### config.mk
export PLATFORM = sky130hd
export DESIGN_NAME = mem_access_ctrl_flat
export DESIGN_NICKNAME = d
export VERILOG_FILES = /design/src/rtl/mem_access_ctrl_if.sv /design/src/rtl/mem_access_ctrl.sv /design/src/flat_wrapper.sv
export SDC_FILE = /design/constraint.sdc
export NUM_CORES = 1
export LEC_CHECK = 0
export BUFFER_PORTS_ARGS = -buffer_cell sky130_fd_sc_hd__buf_2
export CORE_UTILIZATION = 40
export CTS_CLUSTER_SIZE = 30
export DETAILED_ROUTE_END_ITERATION = 10
export SYNTH_ARGS = -nofsm -noshare
export SYNTH_HDL_FRONTEND = slang
export SYNTH_SLANG_ARGS = --single-unit
### constraint.sdc
create_clock -name Clk -period 7.4 [get_ports Clk]
set_input_delay 0 -clock Clk [delete_from_list [all_inputs] [get_ports Clk]]
set_output_delay 0 -clock Clk [all_outputs]
set_load 0.05 [all_outputs]
### src/rtl/mem_access_ctrl_if.sv
// Bundle of the pipeline-side request signals and the data-memory strobe/
// address/data signals seen by the memory access controller.
// The controller takes the slave view; the MEM stage plus memory take master.
interface mem_access_ctrl_if #(
  parameter int ADDR_W = 11,
  parameter int DATA_W = 16
);

  logic                  Req;
  logic [2:0]            Op;
  logic [ADDR_W-1:0]     EffAddr;
  logic [2*DATA_W-1:0]   WrData;
  logic                  Busy;
  logic                  Done;
  logic [2*DATA_W-1:0]   RdData;
  logic [ADDR_W-1:0]     SP;
  logic                  StackErr;
  logic                  MemeWrite;
  logic                  MemeRead;
  logic [ADDR_W-1:0]     Addr;
  logic [DATA_W-1:0]     DataToMem;
  logic [DATA_W-1:0]     DataFromMem;

  modport master (
    output Req, Op, EffAddr, WrData, DataFromMem,
    input  Busy, Done, RdData, SP, StackErr,
    input  MemeWrite, MemeRead, Addr, DataToMem
  );

  modport slave (
    input  Req, Op, EffAddr, WrData, DataFromMem,
    output Busy, Done, RdData, SP, StackErr,
    output MemeWrite, MemeRead, Addr, DataToMem
  );

endinterface

### src/rtl/mem_access_ctrl.sv
// Data-memory access controller: turns one MEM-stage request into one or two
// 16-bit word accesses (load/store, push/pop, 32-bit push/pop of the PC) and
// owns the stack pointer.
// Optional feature: define STACK_GUARD_EN to reject pushes below STACK_LIMIT
// and pops above STACK_BASE, flagged through a sticky StackErr. Without it the
// stack pointer wraps modulo 2^ADDR_W and StackErr is tied low.
module mem_access_ctrl #(
  parameter int ADDR_W      = 11,
  parameter int DATA_W      = 16,
`ifdef STACK_GUARD_EN
  parameter int STACK_LIMIT = 1024,
`endif
  parameter int STACK_BASE  = 2047
) (
  input logic              Clk,
  input logic              Rst,
  mem_access_ctrl_if.slave bus
);

  typedef enum logic [1:0] {IDLE, ACC1, ACC2, DONE} stateT;

  localparam logic [2:0] OpLoad   = 3'b000;
  localparam logic [2:0] OpStore  = 3'b001;
  localparam logic [2:0] OpPush   = 3'b010;
  localparam logic [2:0] OpPop    = 3'b011;
  localparam logic [2:0] OpPush32 = 3'b100;
  localparam logic [2:0] OpPop32  = 3'b101;

  localparam logic [ADDR_W-1:0] SpOne   = ADDR_W'(1);
  localparam logic [ADDR_W-1:0] SpTwo   = ADDR_W'(2);
  localparam logic [ADDR_W-1:0] SpReset = ADDR_W'(STACK_BASE);

  stateT                 state;
  stateT                 nextState;
  logic [2:0]            opReg;
  logic [ADDR_W-1:0]     addrReg;
  logic [2*DATA_W-1:0]   wrReg;
  logic [2*DATA_W-1:0]   rdReg;
  logic [DATA_W-1:0]     lowReg;
  logic [ADDR_W-1:0]     spReg;
  logic                  faultReg;
  logic                  errReg;
  logic                  faultNow;

  logic                  accWrite;
  logic                  accRead;
  logic [ADDR_W-1:0]     accAddr;
  logic [DATA_W-1:0]     accData;
  logic                  spLoad;
  logic [ADDR_W-1:0]     spNext;

`ifdef STACK_GUARD_EN
  localparam logic [ADDR_W+1:0] LimitExt = (ADDR_W+2)'(STACK_LIMIT);
  localparam logic [ADDR_W+1:0] BaseExt  = (ADDR_W+2)'(STACK_BASE);
  localparam logic [ADDR_W+1:0] ExtOne   = (ADDR_W+2)'(1);
  localparam logic [ADDR_W+1:0] ExtTwo   = (ADDR_W+2)'(2);

  logic [ADDR_W+1:0] spExt;

  assign spExt = {2'b00, spReg};

  // Judge the incoming stack op against the bounds in a wider, unwrapped domain;
  // a PUSH32 writing at SP-1 faults as soon as SP is at or below the limit.
  always_comb begin
    faultNow = 1'b0;
    case (bus.Op)
      OpPush:   faultNow = (spExt < LimitExt);
      OpPush32: faultNow = (spExt <= LimitExt);
      OpPop:    faultNow = ((spExt + ExtOne) > BaseExt);
      OpPop32:  faultNow = ((spExt + ExtTwo) > BaseExt);
      default:  faultNow = 1'b0;
    endcase
  end
`else
  assign faultNow = 1'b0;
`endif

  // Next-state and memory-side decode: every strobe, address and data word is
  // derived from the registered state and latched operands only.
  always_comb begin
    nextState = state;
    accWrite  = 1'b0;
    accRead   = 1'b0;
    accAddr   = '0;
    accData   = '0;
    spLoad    = 1'b0;
    spNext    = spReg;
    case (state)
      IDLE: begin
        if (bus.Req) begin
          nextState = ACC1;
        end
      end
      ACC1: begin
        if ((opReg == OpPush32) || (opReg == OpPop32)) begin
          nextState = ACC2;
        end else begin
          nextState = DONE;
        end
        if (!faultReg) begin
          case (opReg)
            OpLoad: begin
              accRead = 1'b1;
              accAddr = addrReg;
            end
            OpStore: begin
              accWrite = 1'b1;
              accAddr  = addrReg;
              accData  = wrReg[DATA_W-1:0];
            end
            OpPush: begin
              accWrite = 1'b1;
              accAddr  = spReg;
              accData  = wrReg[DATA_W-1:0];
              spLoad   = 1'b1;
              spNext   = spReg - SpOne;
            end
            OpPop: begin
              accRead = 1'b1;
              accAddr = spReg + SpOne;
              spLoad  = 1'b1;
              spNext  = spReg + SpOne;
            end
            OpPush32: begin
              accWrite = 1'b1;
              accAddr  = spReg;
              accData  = wrReg[2*DATA_W-1:DATA_W];
            end
            OpPop32: begin
              accRead = 1'b1;
              accAddr = spReg + SpOne;
            end
            default: begin
              accWrite = 1'b0;
            end
          endcase
        end
      end
      ACC2: begin
        nextState = DONE;
        if (!faultReg) begin
          case (opReg)
            OpPush32: begin
              accWrite = 1'b1;
              accAddr  = spReg - SpOne;
              accData  = wrReg[DATA_W-1:0];
              spLoad   = 1'b1;
              spNext   = spReg - SpTwo;
            end
            OpPop32: begin
              accRead = 1'b1;
              accAddr = spReg + SpTwo;
              spLoad  = 1'b1;
              spNext  = spReg + SpTwo;
            end
            default: begin
              accRead = 1'b0;
            end
          endcase
        end
      end
      DONE: begin
        nextState = IDLE;
      end
      default: begin
        nextState = IDLE;
      end
    endcase
  end

  // State register plus operand latching, stack pointer update and read-data
  // capture at the edge that ends each read cycle.
  always_ff @(posedge Clk) begin
    if (Rst) begin
      state    <= IDLE;
      opReg    <= '0;
      addrReg  <= '0;
      wrReg    <= '0;
      rdReg    <= '0;
      lowReg   <= '0;
      spReg    <= SpReset;
      faultReg <= 1'b0;
      errReg   <= 1'b0;
    end else begin
      state <= nextState;
      if ((state == IDLE) && bus.Req) begin
        opReg    <= bus.Op;
        addrReg  <= bus.EffAddr;
        wrReg    <= bus.WrData;
        faultReg <= faultNow;
        if (faultNow) begin
          errReg <= 1'b1;
        end
      end
      if (spLoad) begin
        spReg <= spNext;
      end
      if (accRead) begin
        if ((state == ACC1) && (opReg == OpPop32)) begin
          lowReg <= bus.DataFromMem;
        end else if (state == ACC2) begin
          rdReg <= {bus.DataFromMem, lowReg};
        end else begin
          rdReg <= {{DATA_W{1'b0}}, bus.DataFromMem};
        end
      end
    end
  end

  assign bus.Busy      = (state != IDLE);
  assign bus.Done      = (state == DONE);
  assign bus.RdData    = rdReg;
  assign bus.SP        = spReg;
  assign bus.StackErr  = errReg;
  assign bus.MemeWrite = accWrite;
  assign bus.MemeRead  = accRead;
  assign bus.Addr      = accAddr;
  assign bus.DataToMem = accData;

endmodule

### src/flat_wrapper.sv
// flat-port wrapper written by rule: the top's interface ports become plain ports
module mem_access_ctrl_flat 
#(
  parameter int ADDR_W      = 11,
  parameter int DATA_W      = 16,

  parameter int STACK_BASE  = 2047
)
  (Clk, Rst, bus_Req, bus_Op, bus_EffAddr, bus_WrData, bus_DataFromMem, bus_Busy, bus_Done, bus_RdData, bus_SP, bus_StackErr, bus_MemeWrite, bus_MemeRead, bus_Addr, bus_DataToMem);
  mem_access_ctrl_if #(.ADDR_W(ADDR_W), .DATA_W(DATA_W)) bus_i ();
  input logic Clk;
  input logic Rst;
  input wire logic [$bits(bus_i.Req)-1:0] bus_Req;
  input wire logic [$bits(bus_i.Op)-1:0] bus_Op;
  input wire logic [$bits(bus_i.EffAddr)-1:0] bus_EffAddr;
  input wire logic [$bits(bus_i.WrData)-1:0] bus_WrData;
  input wire logic [$bits(bus_i.DataFromMem)-1:0] bus_DataFromMem;
  output wire logic [$bits(bus_i.Busy)-1:0] bus_Busy;
  output wire logic [$bits(bus_i.Done)-1:0] bus_Done;
  output wire logic [$bits(bus_i.RdData)-1:0] bus_RdData;
  output wire logic [$bits(bus_i.SP)-1:0] bus_SP;
  output wire logic [$bits(bus_i.StackErr)-1:0] bus_StackErr;
  output wire logic [$bits(bus_i.MemeWrite)-1:0] bus_MemeWrite;
  output wire logic [$bits(bus_i.MemeRead)-1:0] bus_MemeRead;
  output wire logic [$bits(bus_i.Addr)-1:0] bus_Addr;
  output wire logic [$bits(bus_i.DataToMem)-1:0] bus_DataToMem;
  assign bus_i.Req = bus_Req;
  assign bus_i.Op = bus_Op;
  assign bus_i.EffAddr = bus_EffAddr;
  assign bus_i.WrData = bus_WrData;
  assign bus_i.DataFromMem = bus_DataFromMem;
  assign bus_Busy = bus_i.Busy;
  assign bus_Done = bus_i.Done;
  assign bus_RdData = bus_i.RdData;
  assign bus_SP = bus_i.SP;
  assign bus_StackErr = bus_i.StackErr;
  assign bus_MemeWrite = bus_i.MemeWrite;
  assign bus_MemeRead = bus_i.MemeRead;
  assign bus_Addr = bus_i.Addr;
  assign bus_DataToMem = bus_i.DataToMem;
  mem_access_ctrl #(.ADDR_W(ADDR_W), .DATA_W(DATA_W), .STACK_BASE(STACK_BASE)) u_core (.Clk(Clk), .Rst(Rst), .bus(bus_i));
endmodule
==> qor.csv, run 1 <==
metric,value,unit
run_status,completed,
ys_types,68,
powerDensity,281,mW/mm^2
dp_cells,1049,
switchingPower,0.000974,W
avgSynthCellArea,7.58,sq um
syn_inst,791,
dpl.hpwl,11600,um
core,0.0146,sq mm
drt_wl_total,18000,um
synth_nets,867,
wire_per_inst,15.9,um
gp_congestion,0.835,
critical_path_class,register to output pin,
die_x,124,um
syn2layout_area_growth,27.9,%
worst_pin_slew,1040,ps
dieArea,0.0155,sq mm
drive_above_1_share,18.8,%
finalSetupViolations,0,
cts_resized,0,
cp_max_fo,56,
start_kind,register,
post-route-period-util,42.4,%
ys.flop_type,dfxtp_1,
clockBufferDepth,2,
fin_cells,1131,
grt_max_degree,95,
diodes,0,
dpl_cell_area,0.00670,sq mm
drtIter0Drc,481,
dr_total_vias,6168,
seq_area_frac_synth,35.7,%
root_buffer,clkbuf_16,
synth_edf_count,0,
holdBufCountCts,66,
ys_async_sr_fraction,0,%
required,7400,ps
clkPwrFrac,22.6,%
fin_crit,3140,ps
slew_headroom,30.7,%
viasPerCell,5.45,
rows,44,
fmax,319,MHz
rsz0062_at_grt,no,
swShare,45.2,%
min_path_type,input port to register,
cp-end-kind,output pin,
dr.pass1.iters,5,
p_int,0.00118,W
tns,0,ps
post_cts_buffers,0,
clk_pin_slew,70,ps
combinationalPowerShare,44.3,%
io_pins,140,
peakVddDrop,0.191,mV
slew_violations,0,
synthTopCellsByArea,"dfxtp_1, nand2_1, mux2i_1",
numCtsBuffers,9,
fin_skew,18.7,ps
fin_nets,1018,
antenna_found_initial,0,
port_buffers,138,
hold_viol,0,
ys_ff_latch,107,
seqPwrFrac,33.2,%
htreeDepth,3,
grt_pass1_vias,5819,
ys.warnings.count,0,
overflow,0,
cp.arrival,3140,ps
antenna_left,0,
grt_pass1_wl,29900,um
fin_area,0.00767,sq mm
drcViolationCount,0,
initial_core_util,41.1,%
die-height,124,um
p_leak,3.17,nW
synth_largest_area_cell,dfxtp_1,
grt_usage,23.3,%
cts_sinks,107,
clock_latency,360,ps
final_util,52.6,%
maxCapViolCount,0,
synth_top_area_share,35.7,%
syn-cell-area,0.00599,sq mm
cts_tree,built,
holdWs,29.6,ps
-- through the flow --
step / total power, W / worst slack, ps
floorplan: 0.00143 / 4350
global placement: 0.00165 / 4400
detailed placement: 0.00165 / 4330
CTS: 0.00217 / 4290
global route: 0.00230 / 4010
finish: 0.00216 / 4260
-- cells in the mapped netlist, types with 13 or more instances --
| cell | count |
|---|---|
| a211oi_1 | 23 |
| a21oi_1 | 83 |
| a22oi_1 | 18 |
| clkbuf_1 | 52 |
| dfxtp_1 | 107 |
| inv_1 | 13 |
| mux2i_1 | 44 |
| nand2_1 | 129 |
| nand3_1 | 29 |
| nor2_1 | 87 |
| nor3_1 | 16 |
| o21ai_0 | 23 |
| xnor2_1 | 13 |
-- worst max-delay path: stages, from the launching register on --
cell      delay [ps]
dfxtp_1          330
inv_1            160
ha_2             190
buf_4            530
and3b_1          530
nand3b_1         120
mux2i_1          320
a21oi_1           70
a31oi_1          190
buf_2            310
-- power by group through the flow --
stage	registers [W]	logic, W	clock network, W
final	0.000715	0.000954	0.000487
after global placement	0.000727	0.000920	0
after floorplan	0.000825	0.000606	0
after detailed placement	0.000728	0.000924	0
after CTS	0.000715	0.000954	0.000502
after global routing	0.000727	0.00104	0.000527
-- cell families (layout without fill, tap and decap cells) --
logic type	Yosys count	count (layout)	synth area share (%)
compound gates	199	199	21.2
buf+inv	90	246	6.01
mux	47	47	7.91
flops	107	107	35.7
other cells	1	1	0.0626
simple gates	316	316	23.9
xor+xnor	20	20	2.92
fa+ha+maj	11	11	2.30
-- worst paths after layout --
| path | from | to | slack, ps | cells after the start |
|---|---|---|---|---|
| setup / recovery | u_core.state[0]$_SDFFE_PP0P_ | bus_Addr[10] | 4260 | 9 |
| hold / removal | bus_Req | u_core.state[0]$_SDFFE_PP0P_ | 30 | 3 |
| setup reg to reg | u_core.state[0]$_SDFFE_PP0P_ | u_core.bus.RdData[10]$_SDFFE_PP0P_ | 4310 | 9 |
| hold reg to reg | u_core.bus.RdData[21]$_SDFFE_PP0P_ | u_core.bus.RdData[21]$_SDFFE_PP0P_ | 450 | 2 |
-- layout make-up --
cell class	instances	area, sq um
clock buffer	9	225
clock inverter	7	80.1
fill	1476	6920
inverter	14	52.6
multi-input combinational	594	3490
sequential	107	2140
tap	184	230
timing repair buffer	216	1440
-- flip-flops by register name, indices dropped and copies added, names as in the netlist --
| name | flops |
|---|---|
| u_core.bus.RdData | 32 |
| u_core.wrReg | 32 |
| u_core.lowReg | 16 |
| u_core.addrReg | 11 |
| u_core.bus.SP | 11 |
| u_core.opReg | 3 |
| u_core.state | 2 |
-- per-layer routing --
metal  up-vias  global-route usage, %  wire [um]
met4         0                   9.78        471
met3        33                   3.35        708
met2       152                   37.9       8490
li1       3084                      -          -
met5         -                      0          0
met1      2899                   30.9       8330
-- layout by cell type, fill, tap and decap left out, drive strengths merged, types with 3 or more instances in the layout --
| cell type | synthesis | routed |
|---|---|---|
| or4 | 3 | 3 |
| nor3 | 16 | 16 |
| ha | 11 | 11 |
| nand3b | 7 | 7 |
| a31oi | 5 | 5 |
| a311oi | 3 | 3 |
| o211ai | 7 | 7 |
| o22ai | 4 | 4 |
| mux2 | 3 | 3 |
| and3b | 3 | 3 |
| a31o | 4 | 4 |
| nor2 | 87 | 87 |
| o21ai | 25 | 25 |
| a211oi | 23 | 23 |
| nand2b | 7 | 7 |
| xnor2 | 13 | 13 |
| dfxtp | 107 | 107 |
| nand4 | 8 | 8 |
| nand3 | 29 | 29 |
| xor2 | 7 | 7 |
| a21oi | 83 | 83 |
| nand2 | 129 | 129 |
| dlygate4sd3 | 0 | 66 |
| a211o | 3 | 3 |
| clkinv | 1 | 4 |
| inv | 13 | 16 |
| o311ai | 3 | 3 |
| or3 | 5 | 5 |
| and3 | 6 | 6 |
| mux2i | 44 | 44 |
| clkbuf | 52 | 9 |
| buf | 24 | 150 |
| a22oi | 18 | 18 |
Power figures use the tool's default switching activity.
==> inputs of run 2 (changes only) <==
==> constraint.sdc (replaced) <==
create_clock -name Clk -period 2.85 [get_ports Clk]
set_input_delay 0 -clock Clk [delete_from_list [all_inputs] [get_ports Clk]]
set_output_delay 0 -clock Clk [all_outputs]
set_load 0.05 [all_outputs]
==> qor.csv, run 2 (synthesis gave the netlist of run 1 again) <==
metric,value,unit
fin_area,0.00786,sq mm
crit-reg2reg-launch,u_core.state[1]$_SDFFE_PP0P_,
gr-usage-met2,37.4,%
slew_violations,0,
hold_viol,0,
powerDensity,741,mW/mm^2
fin_skew,11.9,ps
diodes,0,
drtIter0Drc,519,
run_status,completed,
fin_cells,1144,
fin_nets,1031,
fin_crit,2710,ps
numCtsBuffers,9,
clk_pin_slew,80,ps
holdPathStages,4,
start_kind,register,
peakVddDrop,0.499,mV
final_common_cell,buf_2,
final_cell_mix,"buf_2, nand2_1, dfxtp_1",
grt_pass1_vias,5725,
post-route-period-util,95.2,%
die_x,124,um
cts_sinks,107,
dieArea,0.0155,sq mm
required,2850,ps
worst_pin_slew,778,ps
timing.rr.end,u_core.bus.SP[9]$_SDFFE_PP1P_,
syn2layout_area_growth,31.0,%
core,0.0146,sq mm
critical_path_class,register to output pin,
root_buffer,clkbuf_16,
dp_cells,1066,
globalRouteMet1Util,31.7,%
p_leak,3.25,nW
htreeDepth,3,
die-height,124,um
grt_usage,23.5,%
slew_headroom,47.8,%
min_path_type,input port to register,
gp_congestion,0.896,
drt_wl_total,18300,um
grt_pass1_wl,29600,um
port_buffers,138,
antenna_found_initial,0,
finalSetupViolations,0,
fmax,369,MHz
wire_per_inst,16.0,um
drcViolationCount,0,
clock_latency,370,ps
cp.arrival,2710,ps
antenna_left,0,
dr_total_vias,6204,
initial_core_util,41.1,%
cp-end-kind,output pin,
viasPerCell,5.42,
maxCapViolCount,0,
overflow,0,
busiest_layer,met2,
clockBufferDepth,2,
reg2reg_depth,7,
grt_max_degree,111,
r2r_slack,460,ps
rows,44,
dr.pass1.iters,5,
dpl.hpwl,12100,um
finalPower,0.00582,W
cts_tree,built,
cp_max_fo,9,
io_pins,140,
grt_util_met3,3.69,%
dpl_cell_area,0.00689,sq mm
worstHoldStart,bus_Req,
drive_above_1_share,21.5,%
min_delay_worst_endpoint,u_core.state[1]$_SDFFE_PP0P_,
run 2: worst max path at each step:
stage | from | to | cells after the start
floorplan | u_core.bus.SP[0]$_SDFFE_PP1P_ | bus_Addr[4] | 9
global placement | u_core.state[1]$_SDFFE_PP0P_ | u_core.bus.SP[9]$_SDFFE_PP1P_ | 7
detailed placement | u_core.state[1]$_SDFFE_PP0P_ | u_core.bus.SP[9]$_SDFFE_PP1P_ | 7
CTS | u_core.bus.SP[1]$_SDFFE_PP1P_ | bus_Addr[9] | 8
global route | u_core.bus.SP[0]$_SDFFE_PP1P_ | bus_Addr[10] | 8
finish | u_core.bus.SP[0]$_SDFFE_PP1P_ | bus_Addr[10] | 8
run 2: cell type report:
type | count | area (sq um)
Fill cell | 1427 | 6730
Multi-Input combinational cell | 594 | 3550
Sequential cell | 107 | 2140
Timing Repair Buffer | 229 | 1560
Clock buffer | 11 | 243
Tap cell | 184 | 230
Clock inverter | 5 | 80.1
Inverter | 14 | 52.6
run 2: critical path: stages, from the launching register on:
cell	delay (ps)
dfxtp_1	410
inv_1	140
ha_1	210
or3b_2	530
nor4b_2	340
xor2_1	180
nand3_1	110
a31oi_2	130
buf_2	280
run 2: stage by stage:
step | setup WS (ps) | util (%) | hold slack, ps | setup TNS, ps
global placement | 395 | 47.2 | 244 | 0
finish | 136 | 53.8 | 46.4 | 0
global route | -0.385 | 53.8 | 78.1 | -0.385
detailed placement | 314 | 47.2 | 247 | 0
CTS | 85.4 | 53.7 | 33.8 | 0
floorplan | 0.393 | - | 136 | 0
run 2: power breakdown:
group,switching [W],internal (W)
logic,0.00176,0.000796
clock network,0.000642,0.000734
registers,0.000169,0.00172
run 2: repair_timing:
item | 4_1_cts | 5_1_grt
setup endpoints to repair | 1 | 8
hold endpoints to repair | 84 | 0
pin swaps | 0 | 0
gates resized for setup | 1 | 5
hold buffers | 62 | 0
setup buffers | 0 | 0
run 2: per-layer routing:
metal,up-vias,share of wire (%)
li1,3118,-
met1,2905,45
met2,156,48
met3,25,5.0
met4,0,2.2
met5,-,0
